### config.mk
export PLATFORM = sky130hd
export DESIGN_NAME = div_issue_ctrl
export DESIGN_NICKNAME = d
export VERILOG_FILES = /design/src/rtl/div_issue_ctrl.sv
export SDC_FILE = /design/constraint.sdc
export NUM_CORES = 1
export LEC_CHECK = 0
export ABC_AREA = 1
export BUFFER_PORTS_ARGS = -buffer_cell sky130_fd_sc_hd__buf_2
export CORE_MARGIN = 1
export CORE_UTILIZATION = 46
export DETAILED_ROUTE_END_ITERATION = 8
export PLACE_DENSITY = 0.87
export SETUP_SLACK_MARGIN = 0.4
export SYNTH_ARGS = -nofsm -noshare
export SYNTH_HDL_FRONTEND = slang
export SYNTH_SLANG_ARGS = --single-unit
### constraint.sdc
create_clock -name clk -period 1.9 [get_ports clk]
set_input_delay 0.095 -clock clk [delete_from_list [all_inputs] [get_ports clk]]
set_output_delay 0.095 -clock clk [all_outputs]
set_load 0.05 [all_outputs]
### src/rtl/div_issue_ctrl.sv
// -----------------------------------------------------------------------------
// div_issue_ctrl
//   Sequences the shared 32-bit radix-4 divider core for DIV/DIVU in EX.
//   It captures the operands, issues a one-cycle start pulse, stalls IF..EX
//   until the result returns, and writes {remainder, quotient} to HI/LO.
//   A zero divisor can bypass the core. A pipeline flush cancels the
//   operation. A watchdog aborts the core if no result arrives.
//
// Ports
//   clk, rst          clock, synchronous active-high reset
//   div_req           EX holds a DIV/DIVU (held until stall drops)
//   div_signed        1 = DIV, 0 = DIVU
//   op_a, op_b        dividend, divisor
//   flush             cancel of the EX instruction
//   stall             freeze IF..EX (combinational)
//   hilo_we           one-cycle HI/LO write strobe
//   hi_out, lo_out    remainder, quotient
//   timeout_err       one-cycle pulse on watchdog abort
//   core_start        start pulse to the divider core
//   core_sign         signed-mode select to the core
//   core_a, core_b    operands to the core (stable until back in IDLE)
//   core_rst          synchronous abort to the core
//   core_result       {remainder, quotient} from the core
//   core_ready        one-cycle result-valid pulse from the core
//   core_busy         core running
// -----------------------------------------------------------------------------
module div_issue_ctrl #(
    parameter bit DIV0_BYPASS = 1'b1,
    parameter int TIMEOUT     = 48
) (
    input  logic        clk,
    input  logic        rst,
    input  logic        div_req,
    input  logic        div_signed,
    input  logic [31:0] op_a,
    input  logic [31:0] op_b,
    input  logic        flush,
    output logic        stall,
    output logic        hilo_we,
    output logic [31:0] hi_out,
    output logic [31:0] lo_out,
    output logic        timeout_err,
    output logic        core_start,
    output logic        core_sign,
    output logic [31:0] core_a,
    output logic [31:0] core_b,
    output logic        core_rst,
    input  logic [63:0] core_result,
    input  logic        core_ready,
    input  logic        core_busy
);

    localparam int CW = $clog2(TIMEOUT + 1);

    typedef enum logic [1:0] {
        S_IDLE  = 2'd0,
        S_ISSUE = 2'd1,
        S_WAIT  = 2'd2,
        S_DONE  = 2'd3
    } state_t;

    state_t          r_state;
    state_t          w_state_next;
    logic [31:0]     r_a;
    logic [31:0]     r_b;
    logic            r_sign;
    logic [31:0]     r_hi;
    logic [31:0]     r_lo;
    logic [CW-1:0]   r_cnt;
    logic            r_timed_out;   // DONE was reached by watchdog abort

    logic            w_accept;
    logic            w_bypass;
    logic            w_load_result;
    logic            w_timeout;

    assign core_a    = r_a;
    assign core_b    = r_b;
    assign core_sign = r_sign;
    assign hi_out    = r_hi;
    assign lo_out    = r_lo;

    // ------------------------------------------------------------------
    // Next-state and output decode
    // ------------------------------------------------------------------
    always_comb begin
        w_state_next  = r_state;
        w_accept      = 1'b0;
        w_bypass      = 1'b0;
        w_load_result = 1'b0;
        w_timeout     = 1'b0;
        stall         = 1'b0;
        hilo_we       = 1'b0;
        timeout_err   = 1'b0;
        core_start    = 1'b0;
        core_rst      = rst;

        case (r_state)
            S_IDLE: begin
                // Stall is raised even while waiting for a busy core, so
                // the instruction stays put until it can be accepted.
                stall = div_req && !flush;
                if (div_req && !flush && !core_busy) begin
                    w_accept = 1'b1;
                    if (DIV0_BYPASS && (op_b == 32'd0)) begin
                        w_bypass     = 1'b1;
                        w_state_next = S_DONE;
                    end else begin
                        w_state_next = S_ISSUE;
                    end
                end
            end

            S_ISSUE: begin
                stall = div_req && !flush;
                if (flush) begin
                    core_rst     = 1'b1;
                    w_state_next = S_IDLE;
                end else begin
                    core_start   = 1'b1;
                    w_state_next = S_WAIT;
                end
            end

            S_WAIT: begin
                stall = div_req && !flush;
                // Priority: flush over a result, and a result over the
                // watchdog when both land in the same cycle.
                if (flush) begin
                    core_rst     = 1'b1;
                    w_state_next = S_IDLE;
                end else if (core_ready) begin
                    w_load_result = 1'b1;
                    w_state_next  = S_DONE;
                end else if (r_cnt == CW'(TIMEOUT - 1)) begin
                    w_timeout    = 1'b1;
                    core_rst     = 1'b1;
                    timeout_err  = 1'b1;
                    w_state_next = S_DONE;
                end
            end

            S_DONE: begin
                // stall stays low: the EX instruction advances this cycle.
                if (flush) begin
                    core_rst = 1'b1;
                end else begin
                    hilo_we = !r_timed_out;
                end
                w_state_next = S_IDLE;
            end

            default: begin
                w_state_next = S_IDLE;
            end
        endcase

        // Reset forces every pipeline-facing output quiet; only the core
        // abort stays asserted.
        if (rst) begin
            stall       = 1'b0;
            hilo_we     = 1'b0;
            timeout_err = 1'b0;
            core_start  = 1'b0;
        end
    end

    // ------------------------------------------------------------------
    // State and datapath registers
    // ------------------------------------------------------------------
    always_ff @(posedge clk) begin
        if (rst) begin
            r_state     <= S_IDLE;
            r_a         <= 32'd0;
            r_b         <= 32'd0;
            r_sign      <= 1'b0;
            r_hi        <= 32'd0;
            r_lo        <= 32'd0;
            r_cnt       <= '0;
            r_timed_out <= 1'b0;
        end else begin
            r_state     <= w_state_next;
            r_timed_out <= w_timeout;

            if (w_accept) begin
                r_a    <= op_a;
                r_b    <= op_b;
                r_sign <= div_signed;
            end

            if (w_bypass) begin
                r_hi <= op_a;
                r_lo <= 32'hFFFF_FFFF;
            end else if (w_load_result) begin
                r_hi <= core_result[63:32];
                r_lo <= core_result[31:0];
            end

            // Watchdog: cleared while issuing, counts every WAIT cycle.
            if (r_state == S_ISSUE) begin
                r_cnt <= '0;
            end else if (r_state == S_WAIT) begin
                r_cnt <= r_cnt + 1'b1;
            end
        end
    end

endmodule
== Word-level counts from Yosys, hierarchy flattened ==
Cells that the tools add are included.

* Bits in registers: 138
* Bits of input ports: 135
* Word-level logic and storage cells: 64

* Add/sub/neg operators: 1
* Eq/ne operators: 6
* Multiplexer cells: 37
* Reductions and logical operators: 12

{| class="wikitable"
|+ Operators with widths
! cell !! number
|-
| $mux W32 || 4
|-
| $logic_not A32 Y1 || 1
|-
| $mux W1 || 25
|-
| $mux W2 || 6
|-
| $pmux W2 S4 || 1
|-
| $add A6 B1 Y6 const B || 1
|-
| $eq A6 B6 Y1 const B || 1
|-
| $eq A2 B2 Y1 const B || 2
|-
| $ne A4 B4 Y1 const B || 1
|-
| $reduce_or A2 Y1 || 2
|-
| $logic_not A1 Y1 || 3
|-
| $reduce_or A3 Y1 || 1
|-
| $eq A2 B1 Y1 const B || 1
|-
| $logic_and A1 B1 Y1 || 2
|-
| $logic_not A2 Y1 || 1
|-
| $ne A2 B2 Y1 const B || 1
|-
| $pmux W1 S2 || 1
|-
| $reduce_and A2 Y1 || 1
|-
| $reduce_bool A2 Y1 || 1
|}

== Longest topological paths before layout ==
Gate-level depths: netlist of run 1.

* Depth after elaboration: 6
* Gate-level depth with buffers: 10

== Worst setup path after synthesis of run 1 ==
No wires, ideal clock.

* Kind: register to register
* Start point: register r_cnt[0]
* End point: register r_timed_out
* Arrival time: 2.374 ns
* Data required time: 1.614 ns
* Path slack: -0.759 ns
* Cell stages (with the launch flop): 6
* Path buffers: 0
* Clock period less this slack: 2.659 ns
* Cell sequence: dfxtp_1 -> ha_1 -> inv_1 -> nor3_1 -> nand3_1 -> nor4_1

* Word-level cells in the longest chain between the ends: 6

{| class="wikitable"
|+ RTL lines
! element !! RTL line !! RTL
|-
| start: declaration || 69 || <nowiki>logic [CW-1:0] r_cnt;</nowiki>
|-
| start signal: assignment || 203 || <nowiki>r_cnt <= r_cnt + 1'b1;</nowiki>
|-
| $eq A6 B6 Y1 || 135 || <nowiki>end else if (r_cnt == CW'(TIMEOUT - 1)) begin</nowiki>
|-
| $mux W1 (5 in series) || - ||
|-
| net timeout_err || 42 || <nowiki>output logic timeout_err,</nowiki>
|-
| end signal: assignment || 183 || <nowiki>r_timed_out <= w_timeout;</nowiki>
|-
| end: declaration || 70 || <nowiki>logic r_timed_out;</nowiki>
|}

The timed path passes the listed nets, and every way through them passes these cells.
A chain may end at the register's enable or synchronous reset.

== Worst setup path after layout of run 1 ==
* Start point: register r_cnt[1]
* End point: output core_rst

* Word-level cells in the longest chain between the ends: 5

{| class="wikitable"
|+ RTL lines
! element !! RTL line !! RTL
|-
| $eq A6 B6 Y1 || 135 ||
|-
| $mux W1 || 135 ||
|-
| $mux W1 || 132 || <nowiki>end else if (core_ready) begin</nowiki>
|-
| $mux W1 || 129 || <nowiki>if (flush) begin</nowiki>
|-
| $pmux W1 S2 || 98 || <nowiki>case (r_state)</nowiki>
|-
| end: declaration || 47 || <nowiki>output logic core_rst,</nowiki>
|}

Every way passes these cells.

==> flow_summary.json, run 1 <==
{
  "fin_area_um2": 10800,
  "internal_power_mw": 5.65,
  "yosysUniqueCellTypes": 27,
  "pin_count": 269,
  "clockBufferDepth": 2,
  "drtIter0Drc": 1098,
  "finalPower_mw": 8.06,
  "clock_latency_ns": 0.43,
  "die_area_um2": 12700,
  "post-route-util_pct": 89.8,
  "via_per_inst": 6.20,
  "ys_warn_count": 0,
  "setup_viol": 1,
  "multiInputGateArea_um2": 3630,
  "rsz0062_at_grt": "yes",
  "area_growth_syn_to_layout_pct": 90.6,
  "grt_max_degree": 65,
  "setup_tns_ns": -0.0878,
  "slew_headroom_pct": 62.1,
  "place_inst": 1151,
  "mappedNetlistArea_um2": 5660,
  "start_util_pct": 47.1,
  "drv_cap": 0,
  "syn_area_per_cell_um2": 7.32,
  "antenna_found_initial": 5,
  "p_clk_share_pct": 44.4,
  "combPwrFrac_pct": 17.8,
  "start_kind": "register",
  "violations": "setup timing",
  "fin_cells": 1334,
  "core-area_um2": 12000,
  "chipWidth_um": 113,
  "crit_fanout": 3,
  "drt_drc_violations_left": 0,
  "power_density_nw_per_um2": 748,
  "max_freq_mhz": 503,
  "cts_tree": "done",
  "numCtsBuffers": 17,
  "hold_class": "primary input to register",
  "ys_seq_area_share_pct": 48.8,
  "drt-wirelength-per-cell_um": 24.5,
  "grt_overflow": 0,
  "track_usage_pct": 33.6,
  "worst_slack_ns": -0.0878,
  "worstPathRequired_ns": 1.80,
  "sequentialPowerShare_pct": 37.8,
  "cts.sinks": 138,
  "ys_ff_latch": 138,
  "power.leakage_nw": 5.01,
  "drtAntennaViolNets": 0,
  "vdd_drop_max_v": 0.000756,
  "switching_share_pct": 29.9,
  "die_h_um": 113,
  "drive_gt1_share_pct": 50.9,
  "skew_ns": 0.0106,
  "fillers": 429,
  "cp.arrival_ns": 1.89,
  "gp_congestion": 0.802,
  "end_kind": "primary output",
  "p_sw_mw": 2.41,
  "fin_crit_sh_pct": 105,
  "root_buffer": "clkbuf_16",
  "place_area_um2": 7170,
  "grt_pass1_vias": 6626,
  "placement.io_buffers": 268,
  "synth_cells": 773,
  "dp_hpwl_mm": 12.5,
  "path_clk_slew_ns": 0.06,
  "std_cell_rows": 40,
  "period_needed_ns": 1.99,
  "finalMaxSlewViolations": 0,
  "num_vias": 8266,
  "finalHoldViolCount": 0,
  "grt_pass1_wl_mm": 33.3,
  "layout.nets": 1303,
  "critical_path_class": "register to primary output",
  "synth_nets": 909,
  "status": "complete, but fails checks",
  "firstDrtPassIters": 8,
  "regArea_um2": 2780,
  "tightest_slew_ns": 0.569,
  "htree_levels": 4,
  "routed_wl_mm": 32.7
}
[routing by layer]
| layer | up-vias | global-route usage, % | share of wire (%) | wire [µm] |
|---|---|---|---|---|
| met5 | - | 0 | 0 | 0 |
| met4 | 0 | 20.4 | 10 | 3330 |
| met3 | 337 | 9.27 | 12 | 3900 |
| met2 | 869 | 56.5 | 46 | 15100 |
| met1 | 3755 | 38.2 | 32 | 10400 |
| li1 | 3305 | - | - | - |
[synthesized netlist by cell type]
master / count / area (µm²)
a21oi_1: 38 / 190
nor3_2: 1 / 10.0
o21ai_0: 80 / 400
or2_0: 1 / 6.26
inv_1: 38 / 143
nor4_1: 1 / 6.26
nand3_1: 47 / 235
nor2_4: 3 / 33.8
buf_2: 28 / 140
buf_4: 6 / 45.0
buf_6: 1 / 11.3
nand2_2: 3 / 18.8
dfxtp_1: 138 / 2760
a211oi_1: 1 / 7.51
nand2_1: 110 / 413
ha_1: 1 / 12.5
xor2_1: 1 / 8.76
nor2_1: 195 / 732
inv_2: 4 / 15.0
o21ai_1: 19 / 95.1
nand3_2: 1 / 10.0
nand3b_1: 19 / 143
nor2_8: 1 / 20.0
a2bb2oi_1: 1 / 8.76
o21bai_1: 14 / 105
nor3_1: 4 / 20.0
clkbuf_1: 17 / 63.8
[power groups by stage]
stage	combinational [mW]	sequential (mW)	clock [mW]
2_1_floorplan	0.231	3.37	0
3_3_place_gp	0.828	3.08	0
3_5_place_dp	0.834	3.08	0
4_1_cts	0.997	3.02	3.51
5_1_grt	1.46	3.05	3.68
6_report	1.43	3.05	3.58
[sequential cells by signal (all words and copies together) (netlist names)]
signal / count
r_cnt: 6
r_state: 2
core_sign: 1
lo_out: 32
core_b: 32
hi_out: 32
r_timed_out: 1
core_a: 32
[through the flow]
step	setup WS [ns]	hold slack, ns
6_report	-0.0878	0.0195
5_1_grt	-0.108	0.0318
4_1_cts	0.0231	0.000203
3_5_place_dp	0.227	0.324
3_3_place_gp	0.283	0.317
2_1_floorplan	0.303	0.230
[final timing paths]
path	start	end	slack [ns]	cells past startpoint
max	r_cnt[1]	core_rst	-0.09	7
min reg2reg	lo_out[19]	lo_out[19]	0.46	2
max reg2reg	r_state[1]	core_a[12]	0.12	9
min	core_result[62]	hi_out[30]	0.02	5
[timing repair]
| action | 4_1_cts | 5_1_grt |
|---|---|---|
| endpoints found under the hold margin | 87 | 0 |
| cloned | 2 | 23 |
| setup buffers | 12 | 20 |
| pin swaps | 8 | 196 |
| resized for setup | 18 | 375 |
| hold buffers | 87 | 0 |
| endpoints found under the setup margin | 133 | 85 |
[kinds of logic (layout without fill, tap and decap cells)]
group | Yosys count | count (layout) | synth area share, %
and+or+nand+nor | 386 | 387 | 29.1
AOI/OAI and AO/OA | 153 | 153 | 14.3
DFF | 138 | 138 | 48.8
buffers and inverters | 94 | 500 | 7.39
adders and majority gates | 1 | 1 | 0.221
xor gates and xnor gates | 1 | 1 | 0.155
other | 0 | 7 | 0
[worst max-delay path, cell delays in order (launching register included)]
cell       delay (ns)
dfxtp_2          0.36
ha_4             0.14
inv_2            0.04
nor3_4           0.19
nand3_4          0.15
nor3_4           0.21
a2bb2oi_4        0.19
buf_8            0.17
[cell usage in the layout, fill, tap and decap left out, drive strengths merged, types with 6 or more instances in the layout]
cell	count
buf	324
nor2	200
dfxtp	138
nand2	113
o21ai	99
dlygate4sd3	87
nand3	48
inv	46
a21oi	38
clkbuf	33
nand3b	19
o21bai	14
diode	7
clkinv	6
[final cells by class]
class | instances | share of cell area [%]
Multi-Input combinational cell | 542 | 33.7
Antenna cell | 7 | 0.162
Inverter | 42 | 1.69
Timing Repair Buffer | 426 | 31.2
Clock inverter | 14 | 1.71
Sequential cell | 138 | 25.7
Clock buffer | 18 | 4.07
Tap cell | 147 | 1.71
Power figures use the tool's default switching activity.
==> run 2: changes to the inputs <==
- ABC_AREA: 1 -> 0
- CORE_MARGIN: 1 -> 4
- PLACE_DENSITY: 0.87 -> 0.88
==> run 2 against run 1 <==
Net effect:
- the run now ends clean
- first-iteration DRC count up 21%
- non-clock buffer count up 44
- critical path depth up 1
- final area down 1.9%
- maximum frequency up 15%
- die area up 8.2%
- via count up 0.98%
- register-to-register slack better by 0.05 ns
- flip-flop and latch count unchanged
- combinational power down 19%
- synthesized area down 2.6%
==> flow_summary.json, run 2 <==
{
  "synth_top_area_cell": "dfxtp_1",
  "worstPathRequired_ns": 2.23,
  "finalHoldViolCount": 0,
  "mappedNetlistArea_um2": 5510,
  "via_per_inst": 6.47,
  "place_area_um2": 7140,
  "yosysUniqueCellTypes": 35,
  "finalPower_mw": 7.55,
  "tightest_slew_ns": 0.862,
  "setup_viol": 0,
  "clockBufferDepth": 2,
  "drtIter0Drc": 1333,
  "antenna_found_initial": 7,
  "gp_congestion": 0.861,
  "fin_area_um2": 10600,
  "drt_drc_violations_left": 0,
  "globalRouteMet3Util_pct": 9.19,
  "num_vias": 8347,
  "cts_tree": "done",
  "critical_path_class": "register to register",
  "layout.nets": 1262,
  "finalMaxSlewViolations": 0,
  "ys_seq_area_share_pct": 50.2,
  "vdd_drop_max_v": 0.000793,
  "crit_fanout": 2,
  "drtAntennaViolNets": 0,
  "numCtsBuffers": 17,
  "placement.io_buffers": 268,
  "core-area_um2": 11600,
  "period_needed_ns": 1.73,
  "hold_class": "primary input to register",
  "end_kind": "register",
  "grt_pass1_vias": 7494,
  "layout_common_cells": "buf_2, nand2_1, dfxtp_1",
  "fin_crit_sh_pct": 91.3,
  "dp_hpwl_mm": 12.9,
  "setup_tns_ns": 0,
  "pin_count": 269,
  "cp_slowest_cell": "dfxtp_4",
  "ys_top_cells_by_area": "dfxtp_1, nand2_1, a21oi_1",
  "die_area_um2": 13800,
  "power.leakage_nw": 4.42,
  "rsz0062_at_grt": "yes",
  "std_cell_rows": 39,
  "power_density_nw_per_um2": 714,
  "synth_ff_type": "dfxtp_1",
  "start_util_pct": 47.6,
  "status": "finished clean",
  "worst_slack_ns": 0.166,
  "firstDrtPassIters": 7,
  "drt-wirelength-per-cell_um": 25.8,
  "max_freq_mhz": 577,
  "clock_latency_ns": 0.44,
  "synth_top_area_share_pct": 50.2,
  "synth.top_cells.by_count": "nand2_1, dfxtp_1, a21oi_1, clkbuf_1, inv_1",
  "skew_ns": 0.0123,
  "grt_pass1_wl_mm": 39.7,
  "whs_ns": 0.0127,
  "async_flop_share_pct": 0,
  "syn_area_per_cell_um2": 7.90,
  "routed_wl_mm": 33.3,
  "grtUsageMet1_pct": 37.6,
  "fillers": 400,
  "path_clk_slew_ns": 0.06,
  "met2_usage_pct": 62.5,
  "grt_overflow": 0,
  "rrSetupSlack_ns": 0.17,
  "htree_levels": 4,
  "cts.sinks": 138,
  "ys_warn_count": 0,
  "path_cells": "ha_4 -> nand3b_1 -> buf_4 -> buf_6 -> buf_6 -> o211ai_1 -> nand2_1 -> o31ai_1",
  "slew_headroom_pct": 42.5,
  "chipWidth_um": 117,
  "final_common_cell": "buf_2",
  "gr-max-usage-layer": "met2",
  "grt_max_degree": 67,
  "dp_slack_ns": 0.0881,
  "start_kind": "register",
  "crit_path_frequent_cell": "buf_6",
  "synth_nets": 833,
  "cp.arrival_ns": 2.07,
  "yosys.cell_count.top_type": "nand2_1",
  "track_usage_pct": 35.8,
  "drv_cap": 0,
  "synth-edff-count": 0,
  "root_buffer": "clkbuf_16",
  "synth_cells": 697,
  "ys_ff_latch": 138,
  "cpPeakStageDelay_ns": 0.36,
  "area_growth_syn_to_layout_pct": 92.0,
  "drive_gt1_share_pct": 44.8,
  "die_h_um": 117
}
==> run 2: metrics by stage <==
stage                     util, %  cells
after global routing         91.4   1288
after detailed placement     61.7   1072
after global placement       61.7   1072
final                        91.5   1290
after floorplan                 -    697
after CTS                    81.6   1256
==> run 2: worst max-delay path: cells and delay by family, from the launching register on <==
family / cells / cell delay, ns
compound gates: 2 / 0.49
buf+inv: 3 / 0.37
flops: 1 / 0.36
simple gates: 2 / 0.27
fa+ha+maj: 1 / 0.13
==> run 2: path summary, 6_finish.rpt <==
path                endpoint      startpoint  cells past startpoint
setup / recovery  r_state[1]        r_cnt[0]                      8
hold / removal     lo_out[0]  core_result[0]                      3
setup reg to reg  r_state[1]        r_cnt[0]                      8
hold reg to reg   lo_out[24]      lo_out[24]                      2
==> run 2: timing repair <==
action | CTS | global route
endpoints found under the setup margin | 118 | 119
setup buffers | 23 | 9
hold endpoints to repair | 124 | 4
hold buffers | 124 | 4
resized for setup | 31 | 199
gates cloned | 5 | 13
pin swaps | 9 | 71
==> run 2: logic make-up after synthesis <==
kind of cell,share of synthesized area (%)
simple gates,22.3
compound gates,19.3
flops,50.2
buf+inv,7.00
xor+xnor,0.795
mux,0.182
fa+ha+maj,0.227
==> run 2: area by class of cell <==
| type | instances | area, µm² | share of cell area (%) |
|---|---|---|---|
| clock buffer | 25 | 505 | 4.78 |
| tap | 143 | 179 | 1.69 |
| antenna | 8 | 20.0 | 0.189 |
| inverter | 35 | 134 | 1.27 |
| sequential | 138 | 2780 | 26.2 |
| clock inverter | 7 | 87.6 | 0.828 |
| timing repair buffer | 470 | 3750 | 35.4 |
| multi-input combinational | 464 | 3130 | 29.6 |
==> run 2: power by group <==
part / leakage, nW / switching (mW) / total, mW / internal (mW)
logic: 3.01 / 0.662 / 1.16 / 0.494
clock network: 0.293 / 1.31 / 3.41 / 2.10
registers: 1.12 / 0.0455 / 2.99 / 2.94
total: 4.42 / 2.02 / 7.55 / 5.54
==> run 2: metal layers <==
| layer | up-vias | share of wire, % |
|---|---|---|
| met4 | 0 | 12 |
| met2 | 892 | 46 |
| met1 | 3802 | 31 |
| met3 | 383 | 11 |
| li1 | 3270 | - |
| met5 | - | 0 |
